**config.mk**
```make
export PLATFORM = sky130hd
export DESIGN_NAME = shift_pipe
export DESIGN_NICKNAME = d
export VERILOG_FILES = /design/src/rtl/shift_pipe.sv
export SDC_FILE = /design/constraint.sdc
export NUM_CORES = 1
export LEC_CHECK = 0
export BUFFER_PORTS_ARGS = -buffer_cell sky130_fd_sc_hd__clkbuf_2
export CAP_MARGIN = 20
export CORE_MARGIN = 10
export CORE_UTILIZATION = 56
export DETAILED_ROUTE_END_ITERATION = 7
export HOLD_SLACK_MARGIN = 0.08
export PLACE_DENSITY_LB_ADDON = 0.08
export SKIP_CTS_REPAIR_TIMING = 1
export SLEW_MARGIN = 40
export SYNTH_ARGS = -nofsm -noshare
export SYNTH_HDL_FRONTEND = slang
export SYNTH_SLANG_ARGS = --single-unit
```
**constraint.sdc**
```tcl
create_clock -name clk -period 1.9 [get_ports clk]
set_input_delay 0.38 -clock clk [delete_from_list [all_inputs] [get_ports clk]]
set_output_delay 0.38 -clock clk [all_outputs]
set_load 0.01 [all_outputs]
```
**src/rtl/shift_pipe.sv**
```systemverilog
// shift_pipe: run-time barrel shifter (LSR/ASR/ROR/LSL), one amount bit resolved per stage.
// Latency: SW = $clog2(N) stages; an accepted word is on out_data after SW-1 further edges.
// Backpressure: in_ready is combinational from out_ready; stalled stages hold, bubbles collapse.
module shift_pipe #(
   parameter  int N  = 8,
   localparam int SW = $clog2(N)
) (
   input  logic          clk,
   input  logic          rst_n,
   input  logic          in_valid,
   output logic          in_ready,
   input  logic [N-1:0]  in_data,
   input  logic [SW-1:0] in_amt,
   input  logic [1:0]    in_mode,
   output logic          out_valid,
   input  logic          out_ready,
   output logic [N-1:0]  out_data,
   output logic          busy
);

   // Control (amount/mode/sign) is only needed by stages that feed another stage.
   localparam int CS = (SW > 1) ? SW - 1 : 1;

   localparam logic [1:0] MODE_LSR = 2'b00;
   localparam logic [1:0] MODE_ASR = 2'b01;
   localparam logic [1:0] MODE_ROR = 2'b10;

   logic [SW-1:0]         vld_q, vld_d, ld;
   logic [SW-1:0][N-1:0]  dat_q, dat_d;
   logic [CS-1:0][SW-1:0] amt_q, amt_d;
   logic [CS-1:0][1:0]    mode_q, mode_d;
   logic [CS-1:0]         sgn_q, sgn_d;

   // Per-stage source view: index 0 is the input port, index k is stage k-1.
   logic [SW-1:0]         src_vld, src_sgn;
   logic [SW-1:0][N-1:0]  src_dat;
   logic [SW-1:0][SW-1:0] src_amt;
   logic [SW-1:0][1:0]    src_mode;

   // One stage's conditional shift by a fixed distance sh; the sign travels with the
   // word so arithmetic fill stays correct after earlier stages have moved the MSB.
   function automatic logic [N-1:0] stage_shift(input logic [N-1:0] d, input logic en,
                                                input logic [1:0] mode, input logic sgn,
                                                input int sh);
      logic [2*N-1:0] ext;
      logic [N-1:0]   res;
      ext = '0;
      res = d;
      if (en) begin
         case (mode)
            MODE_LSR: ext = {{N{1'b0}}, d} >> sh;
            MODE_ASR: ext = {{N{sgn}}, d} >> sh;
            MODE_ROR: ext = {d, d} >> sh;
            default:  ext = {{N{1'b0}}, d << sh};
         endcase
         res = ext[N-1:0];
      end
      return res;
   endfunction

   // Stage k may load unless it and every stage after it are full while the consumer stalls.
   always_comb begin
      logic full;
      full = 1'b1;
      ld   = '0;
      for (int k = 0; k < SW; k++) begin
         full = 1'b1;
         for (int j = k; j < SW; j++) begin
            full = full & vld_q[j];
         end
         ld[k] = !full || out_ready;
      end
   end

   // Route each stage's upstream word and control into a uniform source view.
   always_comb begin
      src_vld  = '0;
      src_dat  = '0;
      src_amt  = '0;
      src_mode = '0;
      src_sgn  = '0;
      src_vld[0]  = in_valid;
      src_dat[0]  = in_data;
      src_amt[0]  = in_amt;
      src_mode[0] = in_mode;
      src_sgn[0]  = in_data[N-1];
      for (int k = 1; k < SW; k++) begin
         src_vld[k]  = vld_q[k-1];
         src_dat[k]  = dat_q[k-1];
         src_amt[k]  = amt_q[k-1];
         src_mode[k] = mode_q[k-1];
         src_sgn[k]  = sgn_q[k-1];
      end
   end

   // Next state: loading stages take their source (shifted), blocked stages hold.
   always_comb begin
      vld_d  = vld_q;
      dat_d  = dat_q;
      amt_d  = amt_q;
      mode_d = mode_q;
      sgn_d  = sgn_q;
      for (int k = 0; k < SW; k++) begin
         if (ld[k]) begin
            vld_d[k] = src_vld[k];
            if (src_vld[k]) begin
               dat_d[k] = stage_shift(src_dat[k], src_amt[k][0], src_mode[k],
                                      src_sgn[k], 1 << k);
            end
         end
      end
      // Amount is consumed LSB first, so each stage passes it on shifted down by one.
      for (int k = 0; k < SW - 1; k++) begin
         if (ld[k] && src_vld[k]) begin
            amt_d[k]  = src_amt[k] >> 1;
            mode_d[k] = src_mode[k];
            sgn_d[k]  = src_sgn[k];
         end
      end
   end

   // Pipeline registers; reset empties the pipe and clears all data.
   always_ff @(posedge clk or negedge rst_n) begin
      if (!rst_n) begin
         vld_q  <= '0;
         dat_q  <= '0;
         amt_q  <= '0;
         mode_q <= '0;
         sgn_q  <= '0;
      end else begin
         vld_q  <= vld_d;
         dat_q  <= dat_d;
         amt_q  <= amt_d;
         mode_q <= mode_d;
         sgn_q  <= sgn_d;
      end
   end

   assign in_ready  = ld[0];
   assign out_valid = vld_q[SW-1];
   assign out_data  = dat_q[SW-1];
   assign busy      = |vld_q;

endmodule

```
==> results of run 1 <==
==> layout by cell type (no fill, tap or decap), types with 8 or more instances in the layout <==
cell / n
nor2b_1: 8
dfrtp_1: 35
mux2_2: 13
inv_1: 9
and3_1: 10
clkbuf_2: 27
a211oi_1: 12
nand2_1: 8
a21oi_1: 17
a31oi_1: 10
o21ai_0: 8
==> routing by layer <==
metal | vias up | part of all wire, % | routed length, um | GRT usage [%]
met2 | 45 | 50 | 2020 | 23.4
met4 | 0 | 2.4 | 96 | 6.63
met1 | 689 | 41 | 1660 | 14.0
met3 | 9 | 6.8 | 274 | 5.69
met5 | - | 0 | 0 | 0
li1 | 724 | - | - | -
==> cell type report <==
type | instances | area (um^2)
multi-input cells | 123 | 872
fillers | 281 | 1230
repair buffers | 31 | 180
well taps | 46 | 57.6
clock buffers | 8 | 58.8
flip-flops and latches | 36 | 902
inverters | 10 | 37.5
==> stage by stage <==
step | utilization, % | instance area (um^2) | hold slack [ns]
final | 63.2 | 2110 | 0.270
after global routing | 63.2 | 2110 | 0.271
after CTS | 62.8 | 2100 | -0.0190
after detailed placement | 61.1 | 2040 | 0.366
after global placement | 61.1 | 2040 | 0.352
after floorplan | - | 1920 | 0.0844
==> synth_stat cells <==
master / number
nand3b_4: 1
o2bb2ai_1: 6
and3_1: 10
clkbuf_1: 9
o32ai_1: 6
dfrtp_1: 36
a211oi_1: 12
nand2_1: 8
buf_6: 1
o21ai_0: 8
nor2_8: 1
nor2_1: 4
inv_1: 9
buf_4: 8
nand3b_1: 1
or3_1: 1
and2_4: 1
a31oi_1: 10
and2_1: 1
o211ai_1: 6
buf_1: 1
mux2_1: 1
nor2b_1: 8
a21oi_1: 17
nand2b_1: 3
mux2_2: 13
nand3_1: 2
inv_2: 1
a21boi_0: 1
mux2_4: 1
and3b_1: 1
==> registers in the layout, summed over array words and instances (netlist names) <==
| name | flops |
|---|---|
| dat_q | 16 |
| amt_q | 3 |
| vld_q | 3 |
| sgn_q | 2 |
| mode_q | 4 |
| out_data | 8 |
==> worst min path at each step <==
stage | end | start | slack, ns | depth (start not counted)
floorplan | amt_q[0]$_DFFE_PN0P_ | rst_n | 0.08 | 0
global placement | vld_q[2]$_DFFE_PN0N_ | rst_n | 0.35 | 1
detailed placement | vld_q[2]$_DFFE_PN0N_ | rst_n | 0.37 | 1
CTS | vld_q[2]$_DFFE_PN0N_ | rst_n | -0.02 | 1
global route | amt_q[1]$_DFFE_PN0P_ | in_amt[2] | 0.27 | 2
finish | amt_q[1]$_DFFE_PN0P_ | in_amt[2] | 0.27 | 2
==> report_power, final <==
group	total, mW	internal, mW	switching [mW]
clock network	0.418	0.183	0.235
registers	1.15	0.962	0.186
logic	0.638	0.318	0.320
total	2.20	1.46	0.741
==> logic make-up after synthesis <==
family	after synthesis	synth area share, %
muxes	15	9.00
buffers and inverters	29	7.63
DFF	36	46.9
AOI/OAI and AO/OA	66	22.7
and+or+nand+nor	42	13.8
==> impl_results.md, run 1 <==
* Setup-failing EPs final at 0
* CP Max Fanout at 13
* Routed wire length at 4.05 mm
* Syn Std Cell Area at 1920 um^2
* Worst slack, placed at 0.256 ns
* Buf+Inv Stages, Crit Path at 2
* Syn-to-layout area delta at 9.84%
* Max-slew headroom at 65.5%
* Max Clock Skew at 0.00847 ns
* Register area share after synthesis at 46.9%
* Layout Cells excl Fill at 254
* DRC viols at 0
* Post-DRT Antenna Nets at 0
* Max-slew violations at 0
* CP Launch Type: flip-flop
* CTS sink cnt at 36
* Share of cells above drive strength 1 at 26.4%
* Endpoints failing hold at 0
* Core Area at 3340 um^2
* Vias in the first global route at 1510
* Critical Path RT at 1.52 ns
* Worst EP arrival at 1.40 ns
* Worst-skew pair later-pin latency at 0.33 ns
* CP max stage delay at 0.46 ns
* Die H at 78.5 um
* Num CTS Buffers at 5
* Setup WS post-layout at 0.120 ns
* CTS tree: done
* Fin crit period at 1.78 ns
* Critical path class: reg2out
* Remaining global-route overflow at 0
* Worst-path clk slew at 0.10 ns
* Status: complete, no violations
* Row count at 21
* Unrepaired setup endpoints after global routing: no
* Hpwl dp at 3.23 mm
* CP endpoint: in_ready
* Die area at 6170 um^2
* DIE WIDTH at 78.5 um
* # IOs at 28
* R2r setup slk at 0.33 ns
* Synthesized flop and latch total at 36
* Power density over cell area at 1050 nW/um^2
* Syn Inst Count at 188
* H-tree level count at 2
* Avg Cell Area, Syn at 10.2 um^2
* RR Endpoint: sgn_q[0]$_DFFE_PN0P_
* Via density at 5.78
* WP depth at 4
* Tcrit/Tclk final at 93.7%
* First-pass GRT wire length at 6.80 mm
* Initial Utilization at 57.5%
* Slowest stage cell, crit path: dfrtp_2
* LEAKAGE at 0.939 nW
* Family with the most delay on the worst path: flip-flops
* Largest net degree at the start of global routing at 20
* Gpl congestion at 0.869
* IO Port Bufs at 27
* FF-to-FF path depth at 5
* Worst-Margin Slew at 0.512 ns
* Hold crit path type: in2reg
* Crit-path cells: nand3b_4 > nor2_8 > inv_2 > clkbuf_2
* Reg2reg start: vld_q[1]$_DFFE_PN0P_
* Yosys cell types at 31
* Yosys top cell area share at 46.9%
* Syn Nets at 205
* Critical path origin: vld_q[1]$_DFFE_PN0P_
* # diodes at 0
* Setup TNS at 0 ns
* Avg WL per Cell at 15.9 um
* Fmax achieved at 562 MHz
* Placed Cells at 245
* Synth warn at 0
* Max Root-Sink Buffers at 2
* Worst vdd ir at 0.000389 V
* Area leader, netlist: dfrtp_1
* Dominant cells by area after synthesis: dfrtp_1 47%, mux2_2 7.6%, a211oi_1 4.7%
* First DRT Iteration DRCs at 51
* # nets final at 224
* Power Total at 2.20 mW
* Overall routing resource usage at 13.6%
* Drt first pass iters at 5
* CP Capture Type: output pin
* Clock root buffer: clkbuf_4
* Max Cap Viol at 0
* Vias at 1467
* Initial antenna violation count at 0
Note: power is estimated with default switching activity, not from simulation.
==> inputs of run 2 (changes only) <==
--- a/config.mk
+++ b/config.mk
@@ -11,7 +11,7 @@
 export CORE_UTILIZATION = 56
 export DETAILED_ROUTE_END_ITERATION = 7
 export HOLD_SLACK_MARGIN = 0.08
-export PLACE_DENSITY_LB_ADDON = 0.08
+export PLACE_DENSITY = 0.78
 export SKIP_CTS_REPAIR_TIMING = 1
 export SLEW_MARGIN = 40
 export SYNTH_ARGS = -nofsm -noshare
==> impl_results.md, run 2 (synthesis gave the netlist of run 1 again) <==
* Core Area at 3340 um^2 (unchanged)
* Setup WS post-layout at 0.156 ns (+0.0354 ns)
* LEAKAGE at 0.926 nW (-1.4%)
* # diodes at 0 (unchanged)
* Hpwl dp at 3.07 mm (-5.0%)
* Hold crit path type: in2async
* R2r setup slk at 0.34 ns (about the same)
* Max-slew violations at 0 (unchanged)
* Max Root-Sink Buffers at 2 (unchanged)
* Num CTS Buffers at 5 (unchanged)
* Fmax achieved at 573 MHz (+2.0%)
* Max-slew headroom at 65.7% (+0.13 points)
* First DRT Iteration DRCs at 78 (+53%)
* Combinational power share at 29.5% (+0.6 points)
* Crit-path cells: nand3b_4 > nor2_8 > inv_2 > clkbuf_2
* Part of the power in registers at 53.7% (+1.6 points)
* Endpoints failing hold at 0 (unchanged)
* Avg WL per Cell at 15.5 um (-2.6%)
* Status: complete, no violations
* Power density over cell area at 1040 nW/um^2 (-0.90%)
* Setup TNS at 0 ns (unchanged)
* Tcrit/Tclk final at 91.8% (-1.9 points)
* Most common cell after layout, fill and taps aside: dfrtp_1
* Worst EP arrival at 1.36 ns (-0.04 ns)
* Sw frac at 34.2% (+0.60 points)
* Row count at 21 (unchanged)
* CP Max Fanout at 13 (unchanged)
* CP Capture Type: output pin
* Critical Path RT at 1.52 ns (about the same)
* IO Port Bufs at 27 (unchanged)
* Share of cells above drive strength 1 at 26.7% (+0.26 points)
* Worst-Margin Slew at 0.510 ns (-0.00196 ns)
* Largest net degree at the start of global routing at 37 (+85%)
* Remaining global-route overflow at 0 (unchanged)
* Largest Register: dat_q
* Clk network pwr share at 16.9% (-2.1 points)
* Buf+Inv Stages, Crit Path at 2 (unchanged)
* Initial antenna violation count at 0 (unchanged)
* Worst vdd ir at 0.000440 V (+13%)
* Initial Utilization at 57.5% (unchanged)
* # nets final at 223 (-0.45%)
* Worst-path clk slew at 0.10 ns (about the same)
* Most frequent cells in the layout: 35 x dfrtp_1, 27 x clkbuf_2, 17 x a21oi_1, 13 x mux2_2, 12 x a211oi_1
* DIE WIDTH at 78.5 um (unchanged)
* Syn-to-layout area delta at 8.02%
* Post-DRT Antenna Nets at 0 (unchanged)
* Worst-skew pair later-pin latency at 0.33 ns (about the same)
* Max Cap Viol at 0 (unchanged)
* CP Launch Type: flip-flop
* Fin crit period at 1.74 ns (-0.0354 ns)
* H-tree level count at 2 (unchanged)
* Layout fillers at 290 (+3.2%)
* CTS sink cnt at 36 (unchanged)
* Drt first pass iters at 4 (-1)
* Vias in the first global route at 1444 (-4.4%)
* P_int at 1.41 mW (-3.4%)
* Die area at 6170 um^2 (unchanged)
* Unrepaired setup endpoints after global routing: no
* DRC viols at 0 (unchanged)
* # IOs at 28 (unchanged)
* Die H at 78.5 um (unchanged)
* Vias at 1496 (+2.0%)
* Flip-flop count of the largest register after layout at 16 (unchanged)
* CP max stage delay at 0.44 ns (-0.02 ns)
* Family with the most delay on the worst path: flip-flops
* Via density at 5.94 (+2.8%)
* Max Clock Skew at 0.00534 ns (-0.00313 ns)
* Critical path class: reg2out
* Slowest stage cell, crit path: dfrtp_2
* Setup-failing EPs final at 0 (unchanged)
* Clock root buffer: clkbuf_4
* Routed wire length at 3.91 mm (-3.4%)
* Gpl congestion at 0.895 (+3.0%)
* First-pass GRT wire length at 6.67 mm (-1.9%)
* Sw Pwr at 0.735 mW (-0.81%)
* CTS tree: done
* Worst slack, placed at 0.249 ns (-0.00709 ns)
* Overall routing resource usage at 13.0% (-0.60 points)
run 2: worst reg2reg max path: cells and delay by family (launching register included):
family	cells	cell delay, ns
and+or+nand+nor	3	0.59
DFF	1	0.44
muxes	1	0.32
buffers and inverters	1	0.08
run 2: cell type report:
class                      count  area [um^2]  area share (%)
sequential                    36          902            43.5
multi-input combinational    123          872            42.1
timing repair buffer          30          158            7.60
tap                           46         57.6            2.78
clock buffer                   6         41.3            1.99
inverter                      10         37.5            1.81
clock inverter                 1         5.00           0.241
run 2: power groups by stage:
| stage | combinational [mW] | clock, mW | sequential, mW |
|---|---|---|---|
| after floorplan | 0.586 | 0 | 1.08 |
| after global placement | 0.623 | 0 | 1.15 |
| after detailed placement | 0.639 | 0 | 1.17 |
| after CTS | 0.642 | 0.371 | 1.15 |
| after global routing | 0.704 | 0.409 | 1.19 |
| final | 0.633 | 0.362 | 1.15 |
run 2: layer usage:
layer	vias to the layer above	share of wire [%]	global-route usage, %
met1	728	43	14.4
met4	0	0.74	2.69
met5	-	0	0
met2	39	50	22.9
li1	724	-	-
met3	5	6.4	5.35
run 2: metrics by stage:
stage | hold WS, ns | util (%) | power [mW] | instance area [um^2] | instances
after floorplan | 0.0844 | - | 1.67 | 1920 | 188
after CTS | 0.0795 | 62.1 | 2.16 | 2070 | 252
after global placement | 0.433 | 60.7 | 1.77 | 2030 | 245
after detailed placement | 0.437 | 60.7 | 1.80 | 2030 | 245
after global routing | 0.0941 | 62.1 | 2.30 | 2070 | 252
final | 0.0679 | 62.1 | 2.15 | 2070 | 252
run 2: path summary, 6_finish.rpt:
path,start,to,depth (start not counted)
setup / recovery,vld_q[1]$_DFFE_PN0P_,in_ready,4
hold / removal,rst_n,vld_q[2]$_DFFE_PN0N_,2
setup reg to reg,vld_q[1]$_DFFE_PN0P_,sgn_q[0]$_DFFE_PN0P_,5
hold reg to reg,out_data[5]$_DFFE_PN0P_,out_data[5]$_DFFE_PN0P_,1
max in group asynchronous,rst_n,vld_q[1]$_DFFE_PN0P_,2
min in group clk,in_amt[2],amt_q[1]$_DFFE_PN0P_,2
==> inputs of run 3 (changes only) <==
--- a/config.mk
+++ b/config.mk
@@ -5,10 +5,12 @@
 export SDC_FILE = /design/constraint.sdc
 export NUM_CORES = 1
 export LEC_CHECK = 0
+export ABC_AREA = 1
 export BUFFER_PORTS_ARGS = -buffer_cell sky130_fd_sc_hd__clkbuf_2
 export CAP_MARGIN = 20
 export CORE_MARGIN = 10
 export CORE_UTILIZATION = 56
+export CTS_CLUSTER_DIAMETER = 30
 export DETAILED_ROUTE_END_ITERATION = 7
 export HOLD_SLACK_MARGIN = 0.08
 export PLACE_DENSITY = 0.78
==> impl_results.md, run 3 <==
* Core Area at 3360 um^2 (+0.79%)
* Fin crit period at 1.72 ns (-0.0274 ns)
* Dominant cells by area after synthesis: dfrtp_1 46%, nand2_1 20%, inv_1 5.7%
* Fmax achieved at 582 MHz (+1.6%)
* Critical Path RT at 1.52 ns (about the same)
* Vias at 1653 (+10%)
* H-tree level count at 2 (unchanged)
* Die H at 79.3 um (+0.94%)
* Syn-to-layout area delta at 7.88%
* Max-slew violations at 0 (unchanged)
* # nets final at 309 (+39%)
* Status: complete, no violations
* Sw frac at 35.1% (+0.84 points)
* Largest Register: dat_q
* Reg area at 901 um^2 (-0.14%)
* CP Capture Type: output pin
* Yosys top cell area share at 45.8% (-1.2 points)
* Drt first pass iters at 4 (unchanged)
* Syn Nets at 288 (+40%)
* Post-DRT Antenna Nets at 0 (unchanged)
* Worst slack, placed at 0.333 ns (+0.0843 ns)
* Endpoints failing hold at 0 (unchanged)
* Worst EP arrival at 1.34 ns (-0.02 ns)
* Combinational power share at 27.7% (-1.8 points)
* Async set or reset register ratio after synthesis at 100% (unchanged)
* Tcrit/Tclk final at 90.4% (-1.4 points)
* Worst-skew pair later-pin latency at 0.34 ns (about the same)
* Finished Core Util at 63.1% (+1.0 points)
* Initial Utilization at 58.5% (+1.0 points)
* Worst-path clk slew at 0.10 ns (about the same)
* P_int at 1.35 mW (-4.8%)
* Die area at 6290 um^2 (+1.9%)
* GRT met1 Usage at 14.4% (-0.022 points)
* FF-to-FF path depth at 5 (unchanged)
* Setup WS post-layout at 0.183 ns (+0.0274 ns)
* Most frequent cells in the layout: 104 x nand2_1, 36 x dfrtp_1, 30 x inv_1, 27 x clkbuf_2, 19 x nor2_1
* Avg WL per Cell at 11.3 um (-28%)
* Yosys cell types at 17 (-45%)
* Sw Pwr at 0.727 mW (-1.2%)
* Hold crit path type: in2async
* CP Max Fanout at 6 (-7)
* Top-count cell post-synth: nand2_1
* Routed wire length at 3.81 mm (-2.5%)
* Most common cell after layout, fill and taps aside: nand2_1
* Met2 Track Usage GR at 22.0% (-0.84 points)
* Synth cell count leaders: 104 x nand2_1, 36 x dfrtp_1, 30 x inv_1
* Share of cells above drive strength 1 at 16.4% (-10 points)
* GR peak layer: met2
* Initial antenna violation count at 0 (unchanged)
* Avg Cell Area, Syn at 7.26 um^2 (-29%)
* CTS sink cnt at 36 (unchanged)
* Max Cap Viol at 0 (unchanged)
* First DRT Iteration DRCs at 96 (+23%)
* IO Port Bufs at 27 (unchanged)
* Hpwl dp at 2.92 mm (-4.8%)
* LEAKAGE at 1.16 nW (+25%)
* Area leader, netlist: dfrtp_1
* Flip-flop count of the largest register after layout at 16 (unchanged)
* Crit-path cells: nand3_1 > nor2_2 > inv_2 > clkbuf_2
* CP Launch Type: flip-flop
* Grt met3 use at 4.17% (-1.2 points)
* Clock root buffer: clkbuf_4
* CTS tree: done
* Largest net degree at the start of global routing at 37 (unchanged)
* CP max stage delay at 0.48 ns (+0.04 ns)
* Remaining global-route overflow at 0 (unchanged)
* Vias in the first global route at 1608 (+11%)
* Setup TNS at 0 ns (unchanged)
* Placed cell areas at 2060 um^2 (+1.7%)
* Worst-Margin Slew at 0.477 ns (-0.0335 ns)
* Register area share after synthesis at 45.8% (-1.2 points)
* Multi-input logic area at 843 um^2 (-3.3%)
* DIE WIDTH at 79.3 um (+0.94%)
* Max Clock Skew at 0.00420 ns (-0.00114 ns)
* Setup-failing EPs final at 0 (unchanged)
* Clk network pwr share at 20.3% (+3.4 points)
* Max-slew headroom at 68.1% (+2.5 points)
* Synth Flop Type: dfrtp_1
* Synth warn at 0 (unchanged)
* First-pass GRT wire length at 6.67 mm (unchanged)
* Via density at 4.88 (-18%)
* Critical path class: reg2out
* # IOs at 28 (unchanged)
* Cell area after layout at 2120 um^2 (+2.4%)
* Part of the power in registers at 51.9% (-1.8 points)
* Max Root-Sink Buffers at 2 (unchanged)
* Row count at 21 (unchanged)
* Slowest stage cell, crit path: dfrtp_1
* Number of enable-type register cells in the synthesized netlist at 0 (unchanged)
* Gpl congestion at 0.868 (-2.9%)
* Syn Std Cell Area at 1970 um^2 (+2.5%)
* Worst vdd ir at 0.000453 V (+2.9%)
* Overall routing resource usage at 13.0% (-0.059 points)
* Power density over cell area at 976 nW/um^2 (-5.8%)
* Num CTS Buffers at 5 (unchanged)
* Synthesized flop and latch total at 36 (unchanged)
* DRC viols at 0 (unchanged)
* Unrepaired setup endpoints after global routing: no
* Layout fillers at 358 (+23%)
* Syn Inst Count at 271 (+44%)
* # diodes at 0 (unchanged)
## run 3: cell count changes after synthesis, moves of 9 or more
cell      delta
a211oi_1    -12
a31oi_1      -9
and3_1      -10
clkbuf_1     -9
inv_1       +21
mux2_2      -13
nand2_1     +96
nand3_1     +15
nor2_1      +15
o21ai_0     +10
## run 3: final timing paths
path                                    startpoint  slack [ns]                       to
min in group clk                         in_amt[2]        0.25     amt_q[1]$_DFFE_PN0P_
setup / recovery              vld_q[2]$_DFFE_PN0N_        0.18                 in_ready
hold reg to reg            out_data[4]$_DFFE_PN0P_        0.49  out_data[4]$_DFFE_PN0P_
setup reg to reg              vld_q[2]$_DFFE_PN0N_        0.52    dat_q[10]$_DFFE_PN0P_
max in group asynchronous                    rst_n        1.53     dat_q[4]$_DFFE_PN0P_
hold / removal                               rst_n        0.06     amt_q[3]$_DFFE_PN0P_
## run 3: logic make-up (layout without fill, tap and decap cells)
kind of cell	count (synthesis)	in the layout	share of synthesized area, %
AOI/OAI and AO/OA	44	44	13.0
buffers and inverters	46	68	11.6
DFF	36	36	45.8
and+or+nand+nor	145	145	29.6
## run 3: routing by layer
metal,up-vias,share of wire (%)
met1,731,46
met3,6,4.5
met4,0,1.8
met2,40,48
met5,-,0
li1,876,-
## run 3: power groups by stage
stage               combinational [mW]  clock [mW]  sequential (mW)
floorplan                        0.507           0             1.06
global placement                 0.570           0             1.08
detailed placement               0.581           0             1.09
CTS                              0.586       0.436             1.08
global route                     0.669       0.469             1.10
finish                           0.575       0.421             1.08
## run 3: through the flow
| step | cells | total power, mW | hold WS (ns) |
|---|---|---|---|
| global placement | 331 | 1.65 | 0.443 |
| global route | 339 | 2.24 | 0.0812 |
| finish | 339 | 2.07 | 0.0623 |
| detailed placement | 331 | 1.67 | 0.442 |
| floorplan | 271 | 1.57 | 0.0844 |
| CTS | 339 | 2.10 | 0.0679 |
## run 3: critical path, delay by kind of cell, from the launching register on
family | cells | cell delay [ns]
buf+inv | 2 | 0.21
simple gates | 2 | 0.30
flops | 1 | 0.48
## run 3: area by class of cell
cell class / instances / share of cell area (%)
Timing Repair Buffer: 28 / 6.72
Sequential cell: 36 / 42.4
Tap cell: 46 / 2.71
Clock buffer: 8 / 2.77
Inverter: 32 / 5.66
Multi-Input combinational cell: 189 / 39.7
